[src/rtl/maroc_sc_pkg.sv]
// maroc_sc_pkg: shared definitions for the MAROC slow-control link.
// It holds the frame length, the bit position and width of each decoded
// configuration field, and the receiver state encoding. The transmitter,
// the receiver and the benches all import it.
package maroc_sc_pkg;

  localparam int FRAME_BITS  = 829;

  localparam int FLAGS_LSB   = 0;
  localparam int FLAGS_W     = 3;
  localparam int DAC2_LSB    = 3;
  localparam int DAC2_W      = 10;
  localparam int DAC1_LSB    = 13;
  localparam int DAC1_W      = 10;
  localparam int ADC_CFG_LSB = 23;
  localparam int ADC_CFG_W   = 4;
  localparam int MASK_OR_LSB = 27;
  localparam int MASK_OR_W   = 128;
  localparam int GLOBAL_LSB  = 155;
  localparam int GLOBAL_W    = 34;
  localparam int GAIN_LSB    = 189;
  localparam int GAIN_W      = 576;
  localparam int CTEST_LSB   = 765;
  localparam int CTEST_W     = 64;

  // Explicit codes keep the encoding stable for older tools and dumps.
  typedef enum logic [1:0] {
    IDLE  = 2'd0,
    SHIFT = 2'd1,
    DONE  = 2'd2,
    OVER  = 2'd3
  } sc_state_t;

endpackage

[src/rtl/sc_edge_sync.sv]
// sc_edge_sync: brings an asynchronous serial clock/data pair into the clk
// domain and produces a one-cycle strobe on each falling edge of the serial
// clock. Clock and data go through chains of equal depth, so d_out in the
// strobe cycle is the data bit that was present at the falling edge.
//
// Ports:
//   clk, rst_n : system clock, asynchronous active-low reset
//   ck_in      : asynchronous serial clock
//   d_in       : asynchronous serial data, valid at the ck_in falling edge
//   fe         : one-cycle falling-edge strobe
//   d_out      : synchronized data aligned with fe
module sc_edge_sync #(
  parameter int SYNC_STAGES = 2
) (
  input  logic clk,
  input  logic rst_n,
  input  logic ck_in,
  input  logic d_in,
  output logic fe,
  output logic d_out
);

  logic [SYNC_STAGES-1:0] ck_sync_p0;
  logic [SYNC_STAGES-1:0] d_sync_p0;
  logic                   ck_prev_p1;

  // The chains reset low: a clock that is already high at release reads as
  // a rising edge, never as a spurious falling edge.
  always_ff @(posedge clk or negedge rst_n) begin
    if (!rst_n) begin
      ck_sync_p0 <= '0;
      d_sync_p0  <= '0;
      ck_prev_p1 <= 1'b0;
    end else begin
      ck_sync_p0 <= {ck_sync_p0[SYNC_STAGES-2:0], ck_in};
      d_sync_p0  <= {d_sync_p0[SYNC_STAGES-2:0], d_in};
      // ---- stage boundary: edge detect ----
      ck_prev_p1 <= ck_sync_p0[SYNC_STAGES-1];
    end
  end

  assign fe    = ck_prev_p1 & ~ck_sync_p0[SYNC_STAGES-1];
  assign d_out = d_sync_p0[SYNC_STAGES-1];

endmodule

[src/rtl/maroc_sc_receiver.sv]
// maroc_sc_receiver: slave-side deserializer for the MAROC slow-control link.
// It oversamples CK_SC/D_SC on clk and shifts the frame in LSB first. When
// the frame is complete it latches it, decodes the configuration fields and
// flags short or over-length frames. Q_SC reproduces the daisy-chain
// shift-out, so a second frame pushes out the previous one bit by bit.
//
// Ports:
//   clk, rst_n   : system clock (>= 4x CK_SC), asynchronous active-low reset
//   CK_SC, D_SC  : serial clock and data from the transmitter
//   Q_SC         : bit shifted out of the LSB end of the shift register
//   frame        : last complete frame, bit 0 = first bit received
//   frame_valid  : one-cycle pulse when frame updates
//   busy         : a frame is in progress
//   err_short    : sticky, frame ended by timeout before all bits arrived
//   err_long     : sticky, extra edges arrived after a complete frame
//   err_clr      : synchronous clear of both sticky errors
//   flags3 .. ctest : decoded field slices of frame
module maroc_sc_receiver
  import maroc_sc_pkg::*;
#(
  parameter int FRAME_BITS   = maroc_sc_pkg::FRAME_BITS,
  parameter int SYNC_STAGES  = 2,
  parameter int IDLE_TIMEOUT = 64
) (
  input  logic                  clk,
  input  logic                  rst_n,
  input  logic                  CK_SC,
  input  logic                  D_SC,
  output logic                  Q_SC,
  output logic [FRAME_BITS-1:0] frame,
  output logic                  frame_valid,
  output logic                  busy,
  output logic                  err_short,
  output logic                  err_long,
  input  logic                  err_clr,
  output logic [FLAGS_W-1:0]    flags3,
  output logic [DAC2_W-1:0]     dac2,
  output logic [DAC1_W-1:0]     dac1,
  output logic [ADC_CFG_W-1:0]  adc_cfg,
  output logic [MASK_OR_W-1:0]  mask_or,
  output logic [GLOBAL_W-1:0]   global_cfg,
  output logic [GAIN_W-1:0]     gain,
  output logic [CTEST_W-1:0]    ctest
);

  localparam int CNT_W = $clog2(FRAME_BITS + 1);
  localparam int TMR_W = $clog2(IDLE_TIMEOUT + 1);

  function automatic logic [CNT_W-1:0] cnt_inc(input logic [CNT_W-1:0] v);
    return (v == CNT_W'(FRAME_BITS)) ? v : v + CNT_W'(1);
  endfunction

  function automatic logic [TMR_W-1:0] tmr_inc(input logic [TMR_W-1:0] v);
    return (v == TMR_W'(IDLE_TIMEOUT)) ? v : v + TMR_W'(1);
  endfunction

  logic                  fe;
  logic                  d_sc_s;
  sc_state_t             state;
  logic [CNT_W-1:0]      bit_cnt;
  logic [TMR_W-1:0]      idle_tmr;
  logic [FRAME_BITS-1:0] sreg;
  logic                  vld_p1;
  logic                  tmr_exp;
  logic                  last_bit;
  logic                  short_set;
  logic                  long_set;

  sc_edge_sync #(
    .SYNC_STAGES (SYNC_STAGES)
  ) u_sync (
    .clk   (clk),
    .rst_n (rst_n),
    .ck_in (CK_SC),
    .d_in  (D_SC),
    .fe    (fe),
    .d_out (d_sc_s)
  );

  assign tmr_exp   = (idle_tmr == TMR_W'(IDLE_TIMEOUT));
  assign last_bit  = (bit_cnt == CNT_W'(FRAME_BITS - 1));
  // A timeout only counts as a short frame while still collecting bits.
  assign short_set = (state == SHIFT) && !fe && tmr_exp;
  assign long_set  = (state == DONE) && fe;

  // ---- stage boundary: shift / control on the edge strobe ----
  always_ff @(posedge clk or negedge rst_n) begin
    if (!rst_n) begin
      state       <= IDLE;
      bit_cnt     <= '0;
      idle_tmr    <= '0;
      sreg        <= '0;
      Q_SC        <= 1'b0;
      vld_p1      <= 1'b0;
      frame       <= '0;
      frame_valid <= 1'b0;
      err_short   <= 1'b0;
      err_long    <= 1'b0;
    end else begin
      vld_p1 <= 1'b0;

      // The register shifts on every edge, in every state, so Q_SC always
      // mirrors a real MAROC chain even for over-length traffic.
      if (fe) begin
        Q_SC <= sreg[0];
        sreg <= {d_sc_s, sreg[FRAME_BITS-1:1]};
      end

      if (state == IDLE || fe) idle_tmr <= '0;
      else                     idle_tmr <= tmr_inc(idle_tmr);

      unique case (state)
        IDLE: begin
          if (fe) begin
            state   <= SHIFT;
            bit_cnt <= CNT_W'(1);
          end
        end
        SHIFT: begin
          if (fe) begin
            bit_cnt <= cnt_inc(bit_cnt);
            if (last_bit) begin
              state  <= DONE;
              vld_p1 <= 1'b1;
            end
          end else if (tmr_exp) begin
            state   <= IDLE;
            bit_cnt <= '0;
          end
        end
        DONE, OVER: begin
          if (fe) begin
            state   <= OVER;
            bit_cnt <= cnt_inc(bit_cnt);
          end else if (tmr_exp) begin
            state   <= IDLE;
            bit_cnt <= '0;
          end
        end
        default: state <= IDLE;
      endcase

      // ---- stage boundary: frame latch, one cycle after the last shift ----
      frame_valid <= vld_p1;
      if (vld_p1) frame <= sreg;

      // A set in the same cycle as a clear wins.
      err_short <= short_set | (err_short & ~err_clr);
      err_long  <= long_set  | (err_long  & ~err_clr);
    end
  end

  assign busy       = (state != IDLE);

  assign flags3     = frame[FLAGS_LSB   +: FLAGS_W];
  assign dac2       = frame[DAC2_LSB    +: DAC2_W];
  assign dac1       = frame[DAC1_LSB    +: DAC1_W];
  assign adc_cfg    = frame[ADC_CFG_LSB +: ADC_CFG_W];
  assign mask_or    = frame[MASK_OR_LSB +: MASK_OR_W];
  assign global_cfg = frame[GLOBAL_LSB  +: GLOBAL_W];
  assign gain       = frame[GAIN_LSB    +: GAIN_W];
  assign ctest      = frame[CTEST_LSB   +: CTEST_W];

endmodule

[config.mk]
export PLATFORM = sky130hd
export DESIGN_NAME = maroc_sc_receiver
export DESIGN_NICKNAME = d
export VERILOG_FILES = /design/src/rtl/maroc_sc_pkg.sv /design/src/rtl/sc_edge_sync.sv /design/src/rtl/maroc_sc_receiver.sv
export SDC_FILE = /design/constraint.sdc
export NUM_CORES = 2
export LEC_CHECK = 0
export ABC_AREA = 1
export CAP_MARGIN = 20
export CORE_AREA = 10 10 642 644
export CTS_CLUSTER_DIAMETER = 100
export DETAILED_ROUTE_END_ITERATION = 12
export DIE_AREA = 0 0 652 654
export DONT_BUFFER_PORTS = 1
export HOLD_SLACK_MARGIN = 0.02
export PLACE_DENSITY = 0.3
export RECOVER_POWER = 100
export SETUP_SLACK_MARGIN = 0.2
export SYNTH_ARGS = -nofsm -noshare
export SYNTH_HDL_FRONTEND = slang
export SYNTH_SLANG_ARGS = --single-unit
[constraint.sdc]
create_clock -name clk -period 3.2 [get_ports clk]
set_input_delay 0.8 -clock clk [delete_from_list [all_inputs] [get_ports clk]]
set_output_delay 0.8 -clock clk [all_outputs]
set_load 0.005 [all_outputs]
-- Word level (Yosys, flattened, before mapping)
Cells that the tools add are included.
W data, S select, Z words.
- register bits: 1687
- memories: 0
- logic and storage cells: 60
- bits in writable memories: 0
- bits in read-only memories: 0
- bits in latches: 0
- output and inout bits: 1663
- bits of input ports: 5
- shift-type cells: 0
- $mul: 0
- multiplexer cells: 16
- eq/ne operators: 11
- add/sub/neg operators: 2
- div/mod/pow operators: 0
- magnitude comparators: 0
- reduce and logical (&&, ||, !) cells: 11
- bitwise gates (word level): 7
- operator list (cell ; count):
    $mux W10 ; 4
    $eq A10 B10 Y1 const B ; 2
    $pmux W10 S2 ; 1
    $mux W7 ; 2
    $add A10 B1 Y10 const B ; 1
    $mux W2 ; 5
    $add A7 B1 Y7 const B ; 1
    $eq A7 B7 Y1 const B ; 1
    $ne A3 B3 Y1 const B ; 2
    $pmux W2 S3 ; 1
    $eq A2 B2 Y1 const B ; 2
    $and A1 B1 Y1 ; 3
    $logic_and A1 B1 Y1 ; 3
    $mux W1 ; 3
    $ne A3 B1 Y1 const B ; 1
    $reduce_and A3 Y1 ; 1
    $reduce_or A3 Y1 ; 1
    $eq A2 B1 Y1 const B ; 1
    $logic_not A2 Y1 ; 1
    $ne A2 B1 Y1 const B ; 1
    $ne A2 B2 Y1 const B ; 1
    $not A1 Y1 ; 2
    $or A1 B1 Y1 ; 2
    $reduce_and A2 Y1 ; 1
    4 further kinds ; 4

-- Logic depth before layout (Yosys ltp)
- depth in word-level cells: 6
- mapped depth: 9

-- Hierarchy
Synthesis repeated with hierarchy kept, for this count alone.
- cells, all modules: 7128
- area, all modules: 68612.1 um^2
- modules (own cells, without submodules) (module ; cells an instance ; area an instance (um^2) ; seq. area each (um^2) ; instances):
    maroc_sc_receiver ; 7121 ; 68476.9 ; 42090.4 ; 1
    sc_edge_sync ; 7 ; 135.1 ; 125.1 ; 1

-- Worst setup path after synthesis
OpenSTA, ideal clock, no wires.
- kind: flip-flop to output port
- start: reg state[1]
- end: out busy
- stages on the path, launching flop included: 3
- path slack: 1696 ps
- arrival time: 704 ps
- required time: 2400 ps
- buffers on the path: 0
- cell sequence: dfrtp_1 -> nor2_4 -> inv_1
- word-level cells in the longest chain between the ends: 1
- ends and longest elaborated chain (element ; RTL line ; source):
    from (decl) ; maroc_sc_receiver.sv:59 ; sc_state_t state;
    from (signal assigned) ; maroc_sc_receiver.sv:89 ; state <= IDLE;
    from (signal assigned) ; maroc_sc_receiver.sv:115 ; state <= SHIFT;
    from (signal assigned) ; maroc_sc_receiver.sv:123 ; state <= DONE;
    $reduce_bool A2 Y1 ; maroc_sc_receiver.sv:153 ; assign busy = (state != IDLE);
    to (decl) ; maroc_sc_receiver.sv:32 ; output logic busy,
Every way passes these cells.

-- Worst setup path after layout
Ends and elaborated chain as after synthesis.

==> impl_metrics.env <==
export IMPL_timing_critical_path_cells="nor2_2 > inv_1"
export IMPL_area_delta_synth_final_pct=9.354
export IMPL_wl_met1_um=100400
export IMPL_mean_number_of_vias_per_cell=3.684
export IMPL_design_core_area_sq_um=398600
export IMPL_final_hold_viol_count=2
export IMPL_postSynth_asyncResetShare_pct=100.0
export IMPL_dr_wl_met3_um=23050
export IMPL_synth_top_cell_by_area="dfrtp_1"
export IMPL_final_total_pwr_uw=46620
export IMPL_clk_transition_reported_paths_ps=60
export IMPL_crit_path_end_kind="output pin"
export IMPL_drt_antenna_violating_nets=0
export IMPL_rsz_0062_raised_after_global_routing="no"
export IMPL_worst_setup_path_start_kind="flip-flop"
export IMPL_cap_violations=5
export IMPL_yosysSeqAreaShare_pct=61.25
export IMPL_post_synth_most_frequent_cells="dfrtp_1 (1687), buf_4 (896), nand2_1 (871), inv_1 (828), nor2_1 (819)"
export IMPL_synthesis_nets=7137
export IMPL_pin_count_of_the_biggest_net_entering_global_routing=237
export IMPL_clock_path_buffers=4
export IMPL_final_util_pct=18.91
export IMPL_die_area_sq_um=426400
export IMPL_finalSetupViolations=0
export IMPL_grt_antenna_before_repair=8
export IMPL_nFillCells=44120
export IMPL_timing_max_slew_rel_slack_pct=-68.62
export IMPL_h_tree_depth_reported_by_cts=4
export IMPL_die_h_um=654
export IMPL_fin_worst_hold_slack_ps=-13.36
export IMPL_global_route_usage_total_pct=11.61
export IMPL_clock_latency_ps=880
export IMPL_drt_drc_violations_left=0
export IMPL_transition_time_at_the_pin_with_the_least_slew_margin_ps=2529
export IMPL_source_of_the_worst_register_to_register_timing_path="vld_p1"
export IMPL_power_density_cell_area_nw_per_um2=618.6
export IMPL_worst_r2r_path_depth=4
export IMPL_synth_seq_cells=1687
export IMPL_yosys_cell_count_top_type="dfrtp_1"
export IMPL_cts_made_buffers=211
export IMPL_max_freq_mhz=366.7
export IMPL_yosys_warnings=0
export IMPL_critical_path_class="reg -> out"
export IMPL_numClockSinks=1687
export IMPL_yosysUniqueCellTypes=29
export IMPL_clock_root_buffer="clkbuf_16"
export IMPL_synthCells=7127
export IMPL_floorplan_io_pins=1668
export IMPL_finalWirelength_um=259500
export IMPL_dp_cells=11310
export IMPL_crit_fanout=10
export IMPL_via_count_of_the_first_global_routing_pass=42960
export IMPL_highest_layer="met5"
export IMPL_violated_checks="hold timing, capacitance limit, slew limit"
export IMPL_drt_pass1_iter_count=5
export IMPL_outcome="complete, but fails checks"
export IMPL_dominantRegCellSynth="dfrtp_1"
export IMPL_critPathSlowestCell="dfrtp_1"
export IMPL_finalWeightedCongestion=0.7750
export IMPL_avgRoutedWirePerCell_um=22.17
export IMPL_post_synth_top_area_fraction_pct=61.25
export IMPL_hold_path_class="in -> async"
export IMPL_dr_wl_met2_um=128200
export IMPL_initial_core_util_pct=17.29
export IMPL_global_route_overflow_total=0
export IMPL_hpwl_um=186700
export IMPL_grt_first_pass_wirelength_um=360200
export IMPL_synth_enable_flop_cells=0
export IMPL_final_worst_path_cycle_share_pct=85.21
export IMPL_synth_area_top_cells="dfrtp_1 (61%), buf_4 (9.8%), o21ai_1 (5.9%)"
export IMPL_port_buffers=0
export IMPL_timing_final_crit_period_ps=2727
export IMPL_fraction_of_final_layout_cells_sized_beyond_drive_strength_1_pct=6.810
export IMPL_cts_tree="yes"
export IMPL_synth_area_sq_um=68920
export IMPL_timing_rr_end="frame[405]"
export IMPL_final_cell_count_no_fill=11710
export IMPL_synth_area_per_cell_sq_um=9.671
export IMPL_rows=232
export IMPL_worst_ir_drop_vdd_v=0.0003882
export IMPL_final_net_count=6283
export IMPL_route_vias_total=43120
export IMPL_cp_required_ps=2400
export IMPL_final_max_slew_viol_count=573
export IMPL_die_width_um=652
export IMPL_cpPeakStageDelay_ps=420
export IMPL_power_leakage_uw=0.03275
export IMPL_timing_reg2reg_setup_slack_ps=490
export IMPL_fin_tns_setup_ps=0
export IMPL_worst_ep_arrival_time_ps=1930
export IMPL_detailedRoute_firstIterationViolations=2986
export IMPL_skew_ps=43.60
==> power by group <==
part / total [uW] / leakage (uW) / internal [uW] / switching, uW
registers: 21500 / 0.0235 / 21400 / 59.5
logic: 1020 / 0.00577 / 157 / 866
clock network: 24100 / 0.00344 / 14300 / 9820
total: 46600 / 0.0328 / 35900 / 10700
==> registers in the layout (all words and copies together) (netlist names) <==
| signal | flops |
|---|---|
| frame | 829 |
| vld_p1 | 1 |
| u_sync.d_sync_p0 | 2 |
| bit_cnt | 10 |
| Q_SC | 1 |
| idle_tmr | 7 |
| u_sync.ck_sync_p0 | 2 |
| frame_valid | 1 |
| err_long | 1 |
| sreg | 829 |
| state | 2 |
| u_sync.ck_prev_p1 | 1 |
| err_short | 1 |
==> layout by cell type (no fill, tap or decap), drive strengths merged, types with 2 or more instances in the layout <==
| cell type | instances |
|---|---|
| inv | 838 |
| clkinvlp | 3 |
| nand2 | 874 |
| clkbuf | 398 |
| dfrtp | 1687 |
| o21bai | 3 |
| bufinv | 8 |
| nor3 | 2 |
| ha | 5 |
| nand3 | 29 |
| mux2 | 27 |
| a21oi | 805 |
| nor2 | 822 |
| buf | 44 |
| diode | 9 |
| nand4 | 4 |
| clkinv | 32 |
| or2 | 2 |
| dlygate4sd3 | 7 |
| o21ai | 838 |
==> stage by stage <==
| step | setup WS (ps) | instance area [sq um] |
|---|---|---|
| floorplan | 1696 | 68920 |
| global placement | -1507 | 68670 |
| detailed placement | -1552 | 68670 |
| CTS | 368.3 | 75760 |
| global route | 228.2 | 75350 |
| finish | 473.2 | 75370 |
==> cell type report <==
type                    count  area [sq um]  share of cell area, %
flip-flops and latches   1687         42220                  56.01
diodes                      9         22.52                0.02988
repair buffers            128          1249                  1.657
clock buffers             321          6367                  8.448
clock inverters            51         596.8                 0.7918
inverters                 830          3115                  4.133
well taps                5265          6588                  8.740
multi-input cells        3415         15220                  20.19
==> cells by family after synthesis <==
| group | share of synthesized area [%] |
|---|---|
| and+or+nand+nor | 9.596 |
| muxes | 0.4411 |
| DFF | 61.25 |
| AOI/OAI and AO/OA | 11.97 |
| buffers and inverters | 16.64 |
| adders and majority gates | 0.09077 |
| xor gates and xnor gates | 0.01271 |
==> repair_timing <==
item	in CTS	in global routing
hold buffers	4	8
setup endpoints to repair	227	215
setup buffers	0	0
pin swaps	0	0
cloned	2	1
endpoints found under the hold margin	165	208
gates resized for setup	0	1
==> critical path, delay by kind of cell, from the launching register on <==
| kind | cells | cell delay [ps] |
|---|---|---|
| DFF | 1 | 420 |
| buffers and inverters | 1 | 210 |
| and+or+nand+nor | 1 | 420 |
==> worst max-delay path by stage <==
stage	slack, ps	from	endpoint
2_1_floorplan	1700	state[1]	busy
3_3_place_gp	-1510	rst_n	sreg[218]
3_5_place_dp	-1550	rst_n	frame[220]
4_1_cts	370	rst_n	frame[2]
5_1_grt	230	vld_p1	frame[277]
6_report	470	state[1]	busy
==> layer usage <==
metal  global-route usage (%)  up-vias
li1                         -    19930
met1                    13.26    21550
met2                    20.07     1321
met3                    4.586      323
met4                    3.244        2
met5                   0.1773        -
Note: power is estimated with default switching activity, not from simulation.
